[config.mk]
export PLATFORM = sky130hd
export DESIGN_NAME = des_dec_key_sched
export DESIGN_NICKNAME = d
export VERILOG_FILES = /design/src/rtl/des_dec_key_sched.sv
export SDC_FILE = /design/constraint.sdc
export NUM_CORES = 1
export LEC_CHECK = 0
export BUFFER_PORTS_ARGS = -buffer_cell sky130_fd_sc_hd__buf_2
export CORE_AREA = 2 2 99 82
export DETAILED_ROUTE_END_ITERATION = 8
export DIE_AREA = 0 0 101 84
export GPL_TIMING_DRIVEN = 0
export PLACE_DENSITY = 0.89
export SETUP_SLACK_MARGIN = 0.15
export SYNTH_ARGS = -nofsm -noshare
export SYNTH_HDL_FRONTEND = slang
export SYNTH_SLANG_ARGS = --single-unit
[constraint.sdc]
create_clock -name clk -period 3.4 [get_ports clk]
set_input_delay 0.85 -clock clk [delete_from_list [all_inputs] [get_ports clk]]
set_output_delay 0.85 -clock clk [all_outputs]
set_load 0.05 [all_outputs]
[src/rtl/des_dec_key_sched.sv]
// rtl/des_dec_key_sched.sv - iterative DES decryption key schedule (K16..K1), optional DES_KEY_PARITY_CHECK_EN
module des_dec_key_sched (
  input  logic        clk,
  input  logic        rst,
  input  logic [63:0] key_in,
  input  logic        load,
  input  logic        next,
  output logic [47:0] subkey,
  output logic        subkey_valid,
  output logic [3:0]  round_idx,
  output logic        done,
  output logic        parity_err
);

  typedef enum logic {
    ST_IDLE   = 1'b0,
    ST_ACTIVE = 1'b1
  } state_t;

  // Tables use DES bit numbering: bit 1 is the MSB of the source vector.
  localparam int PC1_TAB [56] = '{
    57, 49, 41, 33, 25, 17,  9,  1, 58, 50, 42, 34, 26, 18,
    10,  2, 59, 51, 43, 35, 27, 19, 11,  3, 60, 52, 44, 36,
    63, 55, 47, 39, 31, 23, 15,  7, 62, 54, 46, 38, 30, 22,
    14,  6, 61, 53, 45, 37, 29, 21, 13,  5, 28, 20, 12,  4
  };

  localparam int PC2_TAB [48] = '{
    14, 17, 11, 24,  1,  5,  3, 28, 15,  6, 21, 10,
    23, 19, 12,  4, 26,  8, 16,  7, 27, 20, 13,  2,
    41, 52, 31, 37, 47, 55, 30, 40, 51, 45, 33, 48,
    44, 49, 39, 56, 34, 53, 46, 42, 50, 36, 29, 32
  };

  function automatic logic [55:0] pc1(input logic [63:0] key);
    logic [55:0] r;
    r = '0;
    for (int i = 0; i < 56; i++) begin
      r[55-i] = key[64-PC1_TAB[i]];
    end
    return r;
  endfunction

  function automatic logic [47:0] pc2(input logic [55:0] cd);
    logic [47:0] r;
    r = '0;
    for (int i = 0; i < 48; i++) begin
      r[47-i] = cd[56-PC2_TAB[i]];
    end
    return r;
  endfunction

  function automatic logic [27:0] ror28(input logic [27:0] v, input logic two);
    return two ? {v[1:0], v[27:2]} : {v[0], v[27:1]};
  endfunction

  function automatic logic key_parity_ok(input logic [63:0] key);
    logic ok;
    ok = 1'b1;
    for (int b = 0; b < 8; b++) begin
      if (!(^key[8*b +: 8])) begin
        ok = 1'b0;
      end
    end
    return ok;
  endfunction

  state_t      state, state_n;
  logic [27:0] c_reg, d_reg, c_n, d_n;
  logic [47:0] subkey_n;
  logic [3:0]  round_n;
  logic        done_n, perr_n;

  logic [55:0] cd_load;
  logic        key_ok;
  logic        load_take;
  logic [3:0]  step_n;
  logic        step_two;
  logic [27:0] c_rot, d_rot;

  assign cd_load = pc1(key_in);

`ifdef DES_KEY_PARITY_CHECK_EN
  assign key_ok = key_parity_ok(key_in);
`else
  assign key_ok = 1'b1;
`endif

  assign load_take = load && key_ok;

  // Decrypt step s uses the encrypt shift of round 17-s, applied as a right rotate.
  assign step_n   = round_idx + 4'd1;
  assign step_two = !((step_n == 4'd1) || (step_n == 4'd8) || (step_n == 4'd15));
  assign c_rot    = ror28(c_reg, step_two);
  assign d_rot    = ror28(d_reg, step_two);

  assign subkey_valid = (state == ST_ACTIVE);

  // State and datapath registers; reset outranks every other input.
  always_ff @(posedge clk) begin
    if (rst) begin
      state      <= ST_IDLE;
      c_reg      <= '0;
      d_reg      <= '0;
      subkey     <= '0;
      round_idx  <= '0;
      done       <= 1'b0;
      parity_err <= 1'b0;
    end else begin
      state      <= state_n;
      c_reg      <= c_n;
      d_reg      <= d_n;
      subkey     <= subkey_n;
      round_idx  <= round_n;
      done       <= done_n;
      parity_err <= perr_n;
    end
  end

  // Next-state: accepted load restarts at K16; next steps backwards to K1.
  always_comb begin
    state_n  = state;
    c_n      = c_reg;
    d_n      = d_reg;
    subkey_n = subkey;
    round_n  = round_idx;
    done_n   = 1'b0;
    perr_n   = 1'b0;
    if (load_take) begin
      // Total encrypt shift is 28, so C16/D16 equal C0/D0 and K16 comes straight from PC-1.
      c_n      = cd_load[55:28];
      d_n      = cd_load[27:0];
      subkey_n = pc2(cd_load);
      round_n  = 4'd0;
      state_n  = ST_ACTIVE;
    end else begin
      if (load) begin
        perr_n = 1'b1;
      end
      if ((state == ST_ACTIVE) && next) begin
        if (round_idx == 4'd15) begin
          done_n  = 1'b1;
          state_n = ST_IDLE;
        end else begin
          c_n      = c_rot;
          d_n      = d_rot;
          subkey_n = pc2({c_rot, d_rot});
          round_n  = step_n;
        end
      end
    end
  end

endmodule

; ---- Word-level counts from Yosys, hierarchy flattened
; Cells that the tools add are included.
; W data, S select, Z words.
[word_totals]
register_bits = 110
input_bits = 68
out_inout_bits = 55
wordCells = 39
[classes]
addsub = 1
eq_ne = 5
mux = 15
bitwise_logic = 2
reduce_logical = 10
[ops]
columns = op, count
row1 = $mux W28, 8
row2 = $mux W48, 3
row3 = $eq A4 B4 Y1 const B, 3
row4 = $reduce_and A2 Y1, 3
row5 = $add A4 B1 Y4 const B, 1
row6 = $eq A4 B1 Y1 const B, 1
row7 = $mux W1, 4
row8 = $reduce_bool A2 Y1, 2
row9 = $reduce_or A3 Y1, 1
row10 = $logic_or A1 B1 Y1, 2
row11 = $ne A2 B2 Y1 const B, 1
row12 = $not A1 Y1, 2
row13 = $reduce_or A2 Y1, 1
row14 = $logic_and A1 B1 Y1, 1

; ---- Logic depth before layout (Yosys ltp)
[logic_depth]
word_depth = 8
mapped_depth = 9
depth_no_buf = 6

; ---- Least setup slack after synthesis
; No wires, ideal clock.
[synth_timing]
path_type = register to register
startpoint = register round_idx[1]
endpoint = register subkey[19]
setup_ns = 0.083
arrival_time_ns = 2.265
t_required_ns = 3.317
setup_slack_ns = 1.052
stages_incl_launch_ff = 9
path_buffers = 3
period_less_slack_ns = 2.348
cell_sequence = dfxtp_1 -> ha_1 -> buf_4 -> nand3_2 -> nor2b_4 -> buf_6 -> buf_2 -> or4b_2 -> o221ai_1
[synth_between]
elab_chain_cells = 8
word_cells_on_any_way = 13
cone_classes = add/sub (1) / eq/ne (5) / mux (4) / reduce/logical (3)
[synth_rtl]
columns = item, line
row1 = start: declaration, 10  ; output logic [3:0] round_idx,
row2 = start signal: assignment, 114  ; round_idx <= round_n;
row3 = $add A4 B1 Y4, 92  ; assign step_n = round_idx + 4'd1;
row4 = $eq A4 B1 Y1 or $eq A4 B4 Y1 (tied branches), 93  ; assign step_two = !((step_n == 4'd1) || (step_n == 4'd8) || (step_n == 4'd15));
row5 = $logic_or A1 B1 Y1 (2 in a row), 93
row6 = $mux W28, 54  ; return two ? {v[1:0], v[27:2]} : {v[0], v[27:1]};
row7 = $mux W48, 141  ; if (round_idx == 4'd15) begin
row8 = $mux W48, 140  ; if ((state == ST_ACTIVE) && next) begin
row9 = $mux W48, 129  ; if (load_take) begin
row10 = end signal: assignment, 113  ; subkey <= subkey_n;
row11 = end: declaration, 8  ; output logic [47:0] subkey,
; Several ways; a longest one is shown, not always the timed one. The select of a mux whose other input is x is not followed.
; A chain may end at the register's enable or synchronous reset.

; ---- Final worst setup path
[layout_timing]
startpoint = register round_idx[0]
endpoint = register subkey[0]
; The elaborated chain is that of the path after synthesis.

==> results.py <==
metrics = {
    "worst_hold_path": {
        "holdPathEnd": "subkey_valid",
        "hold_path_depth": 2,
        "hold_class": "reg2reg",
        "hp-start": "subkey_valid",
    },
    "cells_and_area": {
        "finalInstanceArea_sq_um": 4760,
        "drive_gt1_share_pct": 44.6,
        "n_antenna_cell": 0,
        "nets": 608,
        "area_growth_pct": 22.1,
        "final_common_cell": "buf_2",
        "largest_register_ffs": 47,
        "fin_util_pct": 62.5,
        "mostFrequentLayoutCells": "114 x buf_2, 62 x dfxtp_1, 57 x mux2i_1",
    },
    "floorplanning": {
        "die_w_um": 101,
        "core_sq_um": 7620,
        "dieArea_sq_um": 8480,
        "fp-row-count": 29,
        "initial_core_util_pct": 51.2,
        "ioPinCount": 123,
        "die_y_um": 84,
    },
    "timing": {
        "tightest_slew_ns": 0.563,
        "fin_worst_skew_ns": 0.0159,
        "timing.hold.ws_ns": 0.556,
        "drv_slew": 0,
        "maxSlewHeadroom_pct": 62.4,
        "timing.fmax_mhz": 427,
        "setup_viol": 0,
        "rsz0062_at_grt": "false",
        "min_period_ns": 2.34,
        "fin_crit_sh_pct": 68.8,
        "hold_viol": 0,
        "setup_tns_ns": 0,
    },
    "placement": {
        "place.gp.congestion": 0.911,
        "port_buffers": 111,
        "dpl-instance-area_sq_um": 4570,
        "hpwlAfterDp_um": 8460,
    },
    "power_and_ir_drop": {
        "p_sw_w": 0.000645,
        "finalPower_w": 0.00193,
        "p_comb_share_pct": 23.6,
        "p_leak_nw": 2.39,
        "sw_frac_of_total_pct": 33.5,
        "power_frac_seq_pct": 42.6,
        "clockPowerShare_pct": 33.8,
        "powerDensity_nw_per_um2": 404,
        "p_int_w": 0.00128,
        "irDropWorstVdd_mv": 0.186,
    },
    "critical_path": {
        "crit_fanout": 10,
        "cp_slowest_cell": "dfxtp_1",
        "end_kind": "register",
        "regToRegStartpoint": "round_idx[0]",
        "worstRegToRegCells": 9,
        "cp_cell_sequence": "ha_1, buf_4, xnor2_1, a2bb2oi_1, a221oi_2, buf_6, buf_8, mux2i_1, o221ai_1",
        "critPathKind": "reg2reg",
        "worstReg2RegEnd": "subkey[0]",
        "reg2reg_slack_ns": 1.06,
        "cp-start-kind": "register",
        "cp.required_ns": 3.61,
        "crit_path_max_incr_delay_ns": 0.36,
        "arrival_ns": 2.55,
    },
    "clock_network": {
        "clk_path_buf_depth": 2,
        "postCtsSetupBuffers": 0,
        "cts_buffers": 9,
        "ctsHoldBuffers": 0,
        "ctsHtreeMaxLevel": 3,
        "clkSinkCount": 62,
        "root_buffer": "clkbuf_8",
        "cts_tree": "built",
        "clk_latency_ns": 0.35,
        "post_cts_resized": 0,
        "clk_pin_slew_ns": 0.07,
    },
    "job": {
        "drv_cap": 0,
    },
    "global_route": {
        "grt-ovfl-total": 0,
        "grt_max_degree": 12,
        "antenna_found_initial": 0,
        "grt_pass1_vias": 3661,
        "track_usage_pct": 27.6,
        "grt_pass1_wl_um": 18500,
    },
    "route": {
        "via_per_inst": 5.99,
        "drc": 0,
        "wirelength_um": 11700,
        "drtAntennaViolNets": 0,
        "drt-initial-drc-count": 289,
        "vias": 3801,
        "wl_per_cell_um": 18.4,
        "drt-pass1-iter-count": 5,
    },
    "yosys": {
        "async_reset_ff_share_pct": 0,
        "synth_area_per_cell_sq_um": 9.40,
        "syn_nets": 486,
        "netlist_area_sq_um": 3900,
        "ys.flop_type": "dfxtp_1",
        "ys_ff_latch": 62,
        "synth_edf_count": 0,
        "synth_cell_types": 31,
        "ys_warn_count": 0,
        "synthCells": 415,
        "synth_seq_area_share_pct": 31.8,
    },
    "status": {
        "outcome": "completed",
    },
}
[worst max-delay path by stage]
stage,start,endpoint,cells after the start
2_1_floorplan,round_idx[1],subkey[19],8
3_3_place_gp,next,subkey[32],8
3_5_place_dp,next,subkey[38],8
4_1_cts,round_idx[0],subkey[0],9
5_1_grt,round_idx[1],subkey[0],9
6_report,round_idx[0],subkey[0],9
[area by class of cell]
class                           count  area [sq um]
Fill cell                         661          2860
Sequential cell                    62          1240
Inverter                            2          7.51
Timing Repair Buffer              111           556
Multi-Input combinational cell    257          2040
Clock buffer                       10           128
Tap cell                           93           116
Clock inverter                      6          62.6
Buffer                             94           612
[power by group through the flow]
stage                     combinational (W)  sequential, W  clock, W
after global placement             0.000443       0.000832         0
after detailed placement           0.000450       0.000834         0
after global routing               0.000482       0.000824  0.000672
final                              0.000455       0.000821  0.000650
after CTS                          0.000451       0.000818  0.000640
after floorplan                    0.000337       0.000818         0
[worst max-delay path: cells and delay by family (launching register included)]
kind	cells	cell delay, ns
buffers and inverters	3	0.59
AOI/OAI and AO/OA	3	0.58
DFF	1	0.36
muxes	1	0.29
adders and majority gates	1	0.21
xor gates and xnor gates	1	0.17
[layer usage]
| metal | GRT usage (%) | vias up | share of wire (%) |
|---|---|---|---|
| met4 | 9.95 | 0 | 2.2 |
| met1 | 39.0 | 1795 | 44 |
| met5 | 0 | - | 0 |
| li1 | - | 1770 | - |
| met3 | 6.11 | 28 | 9.3 |
| met2 | 41.2 | 208 | 44 |
[synth_stat cells (2+ instances only)]
cell / instances / area (sq um)
buf_8: 4 / 60.1
xnor2_1: 2 / 17.5
buf_1: 2 / 7.51
dfxtp_1: 62 / 1240
mux2i_1: 57 / 571
ha_1: 3 / 37.5
nor2_1: 4 / 15.0
nor4b_1: 5 / 43.8
nand2_1: 56 / 210
buf_2: 3 / 15.0
o21ai_1: 5 / 25.0
a21oi_1: 6 / 30.0
nor3_1: 3 / 15.0
or4b_2: 51 / 510
buf_4: 52 / 390
clkbuf_1: 31 / 116
o221ai_1: 51 / 447
buf_6: 2 / 22.5
inv_1: 2 / 7.51
nand3_2: 2 / 20.0
nor4_1: 2 / 12.5
[cells by family after synthesis]
group,Yosys count,share of synthesized area (%)
other,1,0.0962
adder cells (fa/ha/maj),3,0.963
buffers and inverters,96,15.9
multiplexers,57,14.6
AO/OA/AOI/OAI,68,14.3
AND/OR/NAND/NOR,126,21.9
XOR/XNOR,2,0.449
flip-flops,62,31.8
[through the flow]
stage	worst slack, ns	std cells
floorplan	1.05	415
global placement	0.978	619
detailed placement	0.896	619
CTS	1.08	635
global route	0.877	635
finish	1.06	635
(Power assumes the default switching activity.)
